--- src/rtl/ternary_mvm_engine_if.sv ---
// Stream bundle for ternary_mvm_engine: 16-bit command/data input, ACC_W-bit result output.
// Latency: n/a (wires only).
// Backpressure: in_valid/in_ready on the input side, out_valid/out_ready on the output side.
// Ports: in_data/in_valid/in_ready (command words), out_data/out_valid/out_ready (results), busy.
interface ternary_mvm_engine_if #(
  parameter int ACC_W = 16
);
  logic [15:0]      in_data;
  logic             in_valid;
  logic             in_ready;
  logic [ACC_W-1:0] out_data;
  logic             out_valid;
  logic             out_ready;
  logic             busy;

  modport master (
    output in_data, in_valid, out_ready,
    input  in_ready, out_data, out_valid, busy
  );

  modport slave (
    input  in_data, in_valid, out_ready,
    output in_ready, out_data, out_valid, busy
  );
endinterface

--- src/rtl/ternary_mvm_engine.sv ---
// Ternary matrix-vector engine: loads W[in_len][out_len] in {-1,0,+1}, computes y = W^T x over int8 x.
// Latency: first result 1 cycle after the last multiply word; one accumulate per input word.
// Backpressure: in_valid low stalls LOAD/MULT indefinitely; in_ready is 0 while results are streamed,
//   and out_data is held while out_valid && !out_ready.
// Ports: clk, rst_n (async active-low), bus (slave side of ternary_mvm_engine_if).
module ternary_mvm_engine #(
  parameter int         MAX_IN_LEN  = 16,
  parameter int         MAX_OUT_LEN = 8,
  parameter int         ACC_W       = 16,
  parameter logic [3:0] OP_LOAD     = 4'hA,
  parameter logic [3:0] OP_MULT     = 4'hB
) (
  input  logic                clk,
  input  logic                rst_n,
  ternary_mvm_engine_if.slave bus
);

  localparam int LW = $clog2(MAX_IN_LEN + 1);   // holds 0..MAX_IN_LEN
  localparam int OW = $clog2(MAX_OUT_LEN + 1);  // holds 0..MAX_OUT_LEN
  localparam int IW = $clog2(MAX_IN_LEN);
  localparam int JW = (MAX_OUT_LEN > 1) ? $clog2(MAX_OUT_LEN) : 1;
  localparam int NI = 1 << IW;
  localparam int NJ = 1 << JW;

  typedef enum logic [1:0] {IDLE, LOAD, MULT, OUT} state_t;

  state_t           state_q, state_d;
  logic [LW-1:0]    in_len_q;
  logic [OW-1:0]    out_len_q;
  logic [LW-1:0]    ld_i_q, ld_i_d, ci;
  logic [OW-1:0]    ld_j_q, ld_j_d, cj;
  logic [LW-1:0]    mul_i_q;
  logic [OW-1:0]    idx_q;
  logic [1:0]       w_q   [NI][NJ];
  logic [ACC_W-1:0] acc_q [NJ];
  logic [ACC_W-1:0] acc_d [NJ];

  logic             xfer_in, xfer_out, ld_last, mul_last;
  logic [7:0]       wr_en;
  logic [IW-1:0]    wr_i [8];
  logic [JW-1:0]    wr_j [8];
  logic [IW-1:0]    row0, row1;
  logic [7:0]       x0, x1;
  logic [6:0]       hdr_in_raw, hdr_out_raw;
  logic [LW-1:0]    hdr_in_len;
  logic [OW-1:0]    hdr_out_len;
  logic [3:0]       opcode;

  // Ternary product, sign-extended; arithmetic wraps modulo 2^ACC_W.
  function automatic logic [ACC_W-1:0] tern(input logic [1:0] w, input logic [7:0] x);
    logic [ACC_W-1:0] xe;
    xe = {{(ACC_W-8){x[7]}}, x};
    case (w)
      2'b01:   tern = xe;
      2'b11:   tern = -xe;
      default: tern = '0;
    endcase
  endfunction

  assign opcode   = bus.in_data[15:12];
  assign xfer_in  = bus.in_valid && bus.in_ready;
  assign xfer_out = bus.out_valid && bus.out_ready;

  // Header dimensions are stored minus one; clamp oversize requests to the build maximum.
  assign hdr_in_raw  = {1'b0, bus.in_data[11:6]} + 7'd1;
  assign hdr_out_raw = {1'b0, bus.in_data[5:0]} + 7'd1;
  assign hdr_in_len  = (hdr_in_raw  > 7'(MAX_IN_LEN))  ? LW'(MAX_IN_LEN)  : LW'(hdr_in_raw);
  assign hdr_out_len = (hdr_out_raw > 7'(MAX_OUT_LEN)) ? OW'(MAX_OUT_LEN) : OW'(hdr_out_raw);

  // Walk the row-major (i, j) cursor across the 8 weight fields of this word instead of
  // dividing the flat index by out_len. Once the cursor reaches row in_len the rest of the
  // word is padding, and that word is the last of the load.
  always_comb begin
    ci = ld_i_q;
    cj = ld_j_q;
    for (int m = 0; m < 8; m++) begin
      wr_en[m] = 1'b0;
      wr_i[m]  = ci[IW-1:0];
      wr_j[m]  = cj[JW-1:0];
      if (ci < in_len_q) begin
        wr_en[m] = 1'b1;
        if (cj == out_len_q - OW'(1)) begin
          cj = '0;
          ci = ci + LW'(1);
        end else begin
          cj = cj + OW'(1);
        end
      end
    end
    ld_i_d  = ci;
    ld_j_d  = cj;
    ld_last = (ci == in_len_q);
  end

  // Two rows per word; row0 is always even so row1 is row0 with bit 0 set.
  // An odd in_len leaves the upper byte of the final word unused.
  always_comb begin
    row0     = mul_i_q[IW-1:0];
    row1     = row0 | IW'(1);
    x0       = bus.in_data[7:0];
    x1       = (mul_i_q + LW'(1) < in_len_q) ? bus.in_data[15:8] : 8'd0;
    mul_last = (mul_i_q + LW'(2) >= in_len_q);
    for (int j = 0; j < NJ; j++) begin
      acc_d[j] = acc_q[j] + tern(w_q[row0][j], x0) + tern(w_q[row1][j], x1);
    end
  end

  always_ff @(posedge clk or negedge rst_n) begin
    if (!rst_n) state_q <= IDLE;
    else        state_q <= state_d;
  end

  always_comb begin
    state_d       = state_q;
    bus.in_ready  = 1'b1;
    bus.out_valid = 1'b0;
    bus.out_data  = '0;
    bus.busy      = 1'b1;
    case (state_q)
      IDLE: begin
        bus.busy = 1'b0;
        if (xfer_in && opcode == OP_LOAD)      state_d = LOAD;
        else if (xfer_in && opcode == OP_MULT) state_d = MULT;
      end
      LOAD: if (xfer_in && ld_last)  state_d = IDLE;
      MULT: if (xfer_in && mul_last) state_d = OUT;
      OUT: begin
        bus.in_ready  = 1'b0;
        bus.out_valid = 1'b1;
        bus.out_data  = acc_q[idx_q[JW-1:0]];
        if (xfer_out && idx_q == out_len_q - OW'(1)) state_d = IDLE;
      end
      default: state_d = IDLE;
    endcase
  end

  always_ff @(posedge clk or negedge rst_n) begin
    if (!rst_n) begin
      in_len_q  <= LW'(MAX_IN_LEN);
      out_len_q <= OW'(MAX_OUT_LEN);
      ld_i_q    <= '0;
      ld_j_q    <= '0;
      mul_i_q   <= '0;
      idx_q     <= '0;
      for (int i = 0; i < NI; i++)
        for (int j = 0; j < NJ; j++)
          w_q[i][j] <= 2'b00;
      for (int j = 0; j < NJ; j++) acc_q[j] <= '0;
    end else begin
      case (state_q)
        IDLE: begin
          if (xfer_in && opcode == OP_LOAD) begin
            in_len_q  <= hdr_in_len;
            out_len_q <= hdr_out_len;
            ld_i_q    <= '0;
            ld_j_q    <= '0;
          end else if (xfer_in && opcode == OP_MULT) begin
            mul_i_q <= '0;
            idx_q   <= '0;
            for (int j = 0; j < NJ; j++) acc_q[j] <= '0;
          end
        end
        LOAD: begin
          if (xfer_in) begin
            ld_i_q <= ld_i_d;
            ld_j_q <= ld_j_d;
            for (int m = 0; m < 8; m++)
              if (wr_en[m]) w_q[wr_i[m]][wr_j[m]] <= bus.in_data[2*m +: 2];
          end
        end
        MULT: begin
          if (xfer_in) begin
            mul_i_q <= mul_i_q + LW'(2);
            for (int j = 0; j < NJ; j++) acc_q[j] <= acc_d[j];
          end
        end
        OUT: if (xfer_out) idx_q <= idx_q + OW'(1);
        default: ;
      endcase
    end
  end

endmodule

--- src/flat_wrapper.sv ---
// flat-port wrapper written by rule: the top's interface ports become plain ports
module ternary_mvm_engine_flat 
#(
  parameter int         MAX_IN_LEN  = 16,
  parameter int         MAX_OUT_LEN = 8,
  parameter int         ACC_W       = 16,
  parameter logic [3:0] OP_LOAD     = 4'hA,
  parameter logic [3:0] OP_MULT     = 4'hB
)
  (clk, rst_n, bus_in_data, bus_in_valid, bus_out_ready, bus_in_ready, bus_out_data, bus_out_valid, bus_busy);
  ternary_mvm_engine_if #(.ACC_W(ACC_W)) bus_i ();
  input  logic clk;
  input  logic rst_n;
  input wire logic [$bits(bus_i.in_data)-1:0] bus_in_data;
  input wire logic [$bits(bus_i.in_valid)-1:0] bus_in_valid;
  input wire logic [$bits(bus_i.out_ready)-1:0] bus_out_ready;
  output wire logic [$bits(bus_i.in_ready)-1:0] bus_in_ready;
  output wire logic [$bits(bus_i.out_data)-1:0] bus_out_data;
  output wire logic [$bits(bus_i.out_valid)-1:0] bus_out_valid;
  output wire logic [$bits(bus_i.busy)-1:0] bus_busy;
  assign bus_i.in_data = bus_in_data;
  assign bus_i.in_valid = bus_in_valid;
  assign bus_i.out_ready = bus_out_ready;
  assign bus_in_ready = bus_i.in_ready;
  assign bus_out_data = bus_i.out_data;
  assign bus_out_valid = bus_i.out_valid;
  assign bus_busy = bus_i.busy;
  ternary_mvm_engine #(.MAX_IN_LEN(MAX_IN_LEN), .MAX_OUT_LEN(MAX_OUT_LEN), .ACC_W(ACC_W), .OP_LOAD(OP_LOAD), .OP_MULT(OP_MULT)) u_core (.clk(clk), .rst_n(rst_n), .bus(bus_i));
endmodule
--- config.mk ---
export PLATFORM = sky130hd
export DESIGN_NAME = ternary_mvm_engine_flat
export DESIGN_NICKNAME = d
export VERILOG_FILES = /design/src/rtl/ternary_mvm_engine_if.sv /design/src/rtl/ternary_mvm_engine.sv /design/src/flat_wrapper.sv
export SDC_FILE = /design/constraint.sdc
export NUM_CORES = 2
export LEC_CHECK = 0
export ABC_CLOCK_PERIOD_IN_PS = 25200
export CORE_MARGIN = 3
export CORE_UTILIZATION = 39
export DETAILED_ROUTE_END_ITERATION = 8
export HOLD_SLACK_MARGIN = 0.12
export PLACE_DENSITY = 0.5
export SETUP_SLACK_MARGIN = 0.15
export SYNTH_ARGS = -nofsm -noshare
export SYNTH_HDL_FRONTEND = slang
export SYNTH_SLANG_ARGS = --single-unit
export TNS_END_PERCENT = 20
--- constraint.sdc ---
create_clock -name clk -period 25.2 [get_ports clk]
set_input_delay 5.04 -clock clk [delete_from_list [all_inputs] [get_ports clk]]
set_output_delay 5.04 -clock clk [all_outputs]
set_load 0.005 [all_outputs]
==> summary.txt <==
Status
  – Status: finished with violations
  – Failing checks: design-rule violations

Drt
  – Post-route antenna net violation count: 0
  – DR iter-0 viols: 9349
  – Via Count: 68200
  – Drt via density: 6.58
  – TritonRoute pass-1 iters: 9
  – Final WL: 327 mm
  – DR WL/cell: 31.5 um
  – DRC: 3

Floorplanning
  – Die width: 397 um
  – Core area: 151000 um2
  – Die height: 397 um
  – Core Rows: 142
  – I/O pin count: 39
  – Area of the die: 158000 um2
  – Starting density of the core: 39.6%

Finish
  – Final instance area: 63900 um2
  – Layout fillers: 15500
  – Most common library cell in the layout ignoring fill and taps: nand2_1
  – # nets final: 8637
  – Commonest non-fill, non-tap cells in the layout: nand2_1 (1488), nor2_1 (1219), a21oi_1 (714)
  – P&R area growth vs syn: 7.07%
  – Layout cell share with drive strength beyond 1: 8.32%

Yosys
  – Synthesis Warnings: 0
  – Syn_nets: 9010
  – Post-Syn Instances: 8659
  – Largest family of logic cells by synthesized area: compound AO/OA/AOI/OAI gates
  – Post-synth ARST share: 100%
  – Post-synthesis mux area share: 14.3%
  – Register bit total from synthesis: 412
  – Post-synth EDFFs: 0
  – Post-synthesis simple-gate area fraction: 23.8%
  – Synth Area in Adders: 8.55%
  – Sequential share of the synthesized area: 17.3%
  – Cell variety after synth: 106
  – Syn avg cell area: 6.89 um2
  – Most used DFF post-synth: dfrtp_1
  – Compound-Gate Fraction of Synth Area: 24.2%
  – Cell Area, Synth: 59700 um2
  – XOR/XNOR Fraction of Synth Area: 4.64%

GRT
  – Total global routing overflow: 0
  – Number of global-route vias before repair: 62800
  – Largest net degree at the start of global routing: 208
  – Aggregate global-route resource usage: 40.0%
  – Initial antenna violation count: 31
  – First-pass GRT wire length: 458 mm

Worst setup path
  – CP max-delay cell: xnor2_1
  – R2R depth: 87
  – Crit path largest cell delay: 0.52 ns
  – Cell mode on critical path: a21o_1
  – WS Path Type: flop to flop
  – Worst R2R Setup Slack: 1.81 ns
  – Critical Path AT: 23.92 ns
  – CP endpoint kind: flop
  – Critical Path Fanout Max: 20
  – Startpoint types: flop
  – RR Endpoint: u_core.w_q[124]
  – Reg2reg start: u_core.in_len_q[3]
  – Crit path required time: 25.73 ns

Placement
  – DP Wirelength: 216 mm
  – GPL Wtd Cong: 0.980
  – Placed Area: 61600 um2
  – # port buffers: 38

CTS
  – # Post-CTS Setup Buffers: 0
  – # resized after CTS: 0
  – Clk sinks: 412
  – Max clock buf depth: 3
  – Hold Buf Count CTS: 0
  – Max H-tree Level: 3
  – CTS buffer count: 67
  – CTS tree: done
  – Clk_lat worst skew: 0.70 ns
  – Clock transition at the registers of the reported paths: 0.05 ns
  – Root Buffer Master: clkbuf_16

Job
  – Maxcap violations: 0

Power and ir drop
  – Maximum VDD drop: 0.265 mV
  – P per Cell Area: 138 nW/um2
  – Pleak: 26.0 nW

STA
  – Worst Max-Slew Pin Slew: 1.43 ns
  – Minimum clock period: 23.39 ns
  – Slew Limit Fails: 0
  – Worst Clk Skew: 0.0376 ns
  – Final setup vio count: 0
  – RSZ-0062 raised after global routing: false
  – Fmax: 42.7 MHz
  – Final period util: 92.8%
  – Final hold vios: 0
  – Slew HR: 4.62%
  – Setup_tns: 0 ns

Worst hold path
  – Hold/Removal Path Class: flop to flop
  – Hold depth: 1
  – Worst Hold Endpoint: u_core.idx_q[0]
  – HP Start: u_core.idx_q[0]
[flip-flops by register name (all words and copies together) (netlist names)]
signal            count
u_core.w_q          256
u_core.acc_q        128
u_core.in_len_q       5
u_core.ld_i_q         5
u_core.idx_q          4
u_core.ld_j_q         4
u_core.mul_i_q        4
u_core.out_len_q      4
u_core.state_q        2
[report_power, final]
part	switching, mW	internal [mW]	leakage (nW)
Sequential	0.137	0.769	5.70
Combinational	5.31	1.63	19.2
Clock	0.413	0.584	1.08
[layout make-up]
class	count	area (um2)	area share, %
clock buffers	108	2040	3.19
diodes	18	45.0	0.0705
clock inverters	12	171	0.268
inverters	455	1710	2.67
multi-input cells	7146	45400	71.0
flip-flops and latches	412	10300	16.2
well taps	2016	2520	3.95
repair buffers	204	1710	2.68
[critical path, delay by kind of cell, from the launching register on]
family          cells  cell delay (ns)
mux                 4             0.93
simple gates       28             7.33
flops               1             0.37
buf+inv             9             1.97
compound gates     32             7.73
xor+xnor            6             2.18
fa+ha+maj           8             2.63
[through the flow]
stage | hold WS [ns] | setup WS (ns) | power (mW) | instances | util [%]
6_report | 0.473 | 1.81 | 8.84 | 10400 | 42.4
5_1_grt | 0.523 | 0.187 | 8.91 | 10400 | 42.3
4_1_cts | 0.480 | 1.30 | 8.38 | 10400 | 42.3
3_5_place_dp | 0.471 | 1.34 | 7.36 | 10200 | 40.8
3_3_place_gp | 0.465 | 1.91 | 7.36 | 10200 | 40.8
2_1_floorplan | 0.450 | 5.94 | 4.38 | 8659 | -
[Yosys cell counts (6+ instances only)]
| library cell | instances | share of area (%) |
|---|---|---|
| nand2_1 | 1493 | 9.4 |
| nor2_1 | 1224 | 7.7 |
| a21oi_1 | 714 | 6.0 |
| o21ai_0 | 645 | 5.4 |
| clkbuf_1 | 566 | 3.6 |
| mux2i_1 | 448 | 7.5 |
| inv_1 | 444 | 2.8 |
| dfrtp_1 | 410 | 17 |
| nand3_1 | 295 | 2.5 |
| a211oi_1 | 270 | 3.4 |
| xnor2_1 | 234 | 3.4 |
| ha_1 | 203 | 4.3 |
| o21ai_1 | 174 | 1.5 |
| mux2_2 | 170 | 3.2 |
| fa_1 | 128 | 4.3 |
| nor3_1 | 102 | 0.86 |
| a22o_1 | 100 | 1.5 |
| mux4_2 | 96 | 3.6 |
| o31ai_1 | 74 | 0.93 |
| o21bai_1 | 69 | 0.87 |
| xor2_1 | 64 | 0.94 |
| and3_1 | 57 | 0.60 |
| and2_1 | 55 | 0.58 |
| a21o_1 | 52 | 0.65 |
| o211ai_1 | 45 | 0.57 |
| nand4_1 | 44 | 0.46 |
| o221ai_1 | 43 | 0.63 |
| a31oi_1 | 40 | 0.42 |
| buf_1 | 40 | 0.25 |
| a221oi_1 | 39 | 0.57 |
| buf_2 | 28 | 0.23 |
| a211o_1 | 23 | 0.34 |
| nor2_2 | 23 | 0.24 |
| nor2b_1 | 22 | 0.23 |
| o21a_1 | 19 | 0.24 |
| or3_1 | 15 | 0.16 |
| nand2b_1 | 14 | 0.15 |
| or2_2 | 14 | 0.15 |
| a311oi_1 | 7 | 0.10 |
| buf_4 | 7 | 0.088 |
| inv_2 | 7 | 0.044 |
| nor4_1 | 7 | 0.073 |
| nand3b_1 | 6 | 0.075 |
| o2111ai_1 | 6 | 0.088 |
| o22ai_1 | 6 | 0.063 |
[metal layers]
layer  vias to the layer above  share of wire (%)  wire, um  track usage [%]
met5                         -               0.11       350            0.462
met4                        36                8.2     26800             27.1
met3                      1335                 13     42800             13.1
met2                      4714                 40    131000             57.0
met1                     32700                 39    126000             50.9
li1                      29500                  -         -                -
[worst max path at each step]
stage | to | cells after the start | startpoint | slack, ns
5_1_grt | u_core.w_q[125] | 87 | u_core.in_len_q[3] | 0.19
2_1_floorplan | u_core.w_q[66] | 90 | u_core.in_len_q[3] | 5.94
6_report | u_core.w_q[124] | 87 | u_core.in_len_q[3] | 1.81
4_1_cts | u_core.w_q[160] | 86 | u_core.out_len_q[0] | 1.30
3_3_place_gp | u_core.w_q[144] | 86 | u_core.out_len_q[0] | 1.91
3_5_place_dp | u_core.w_q[160] | 87 | u_core.out_len_q[0] | 1.34
[cells by family (layout without fill, tap and decap cells)]
group / after synthesis / after routing
fa+ha+maj: 331 / 331
other cells: 0 / 18
mux: 714 / 714
flops: 412 / 412
buf+inv: 1101 / 779
simple gates: 3410 / 3410
compound gates: 2384 / 2384
xor+xnor: 307 / 307
Power figures use the tool's default switching activity.
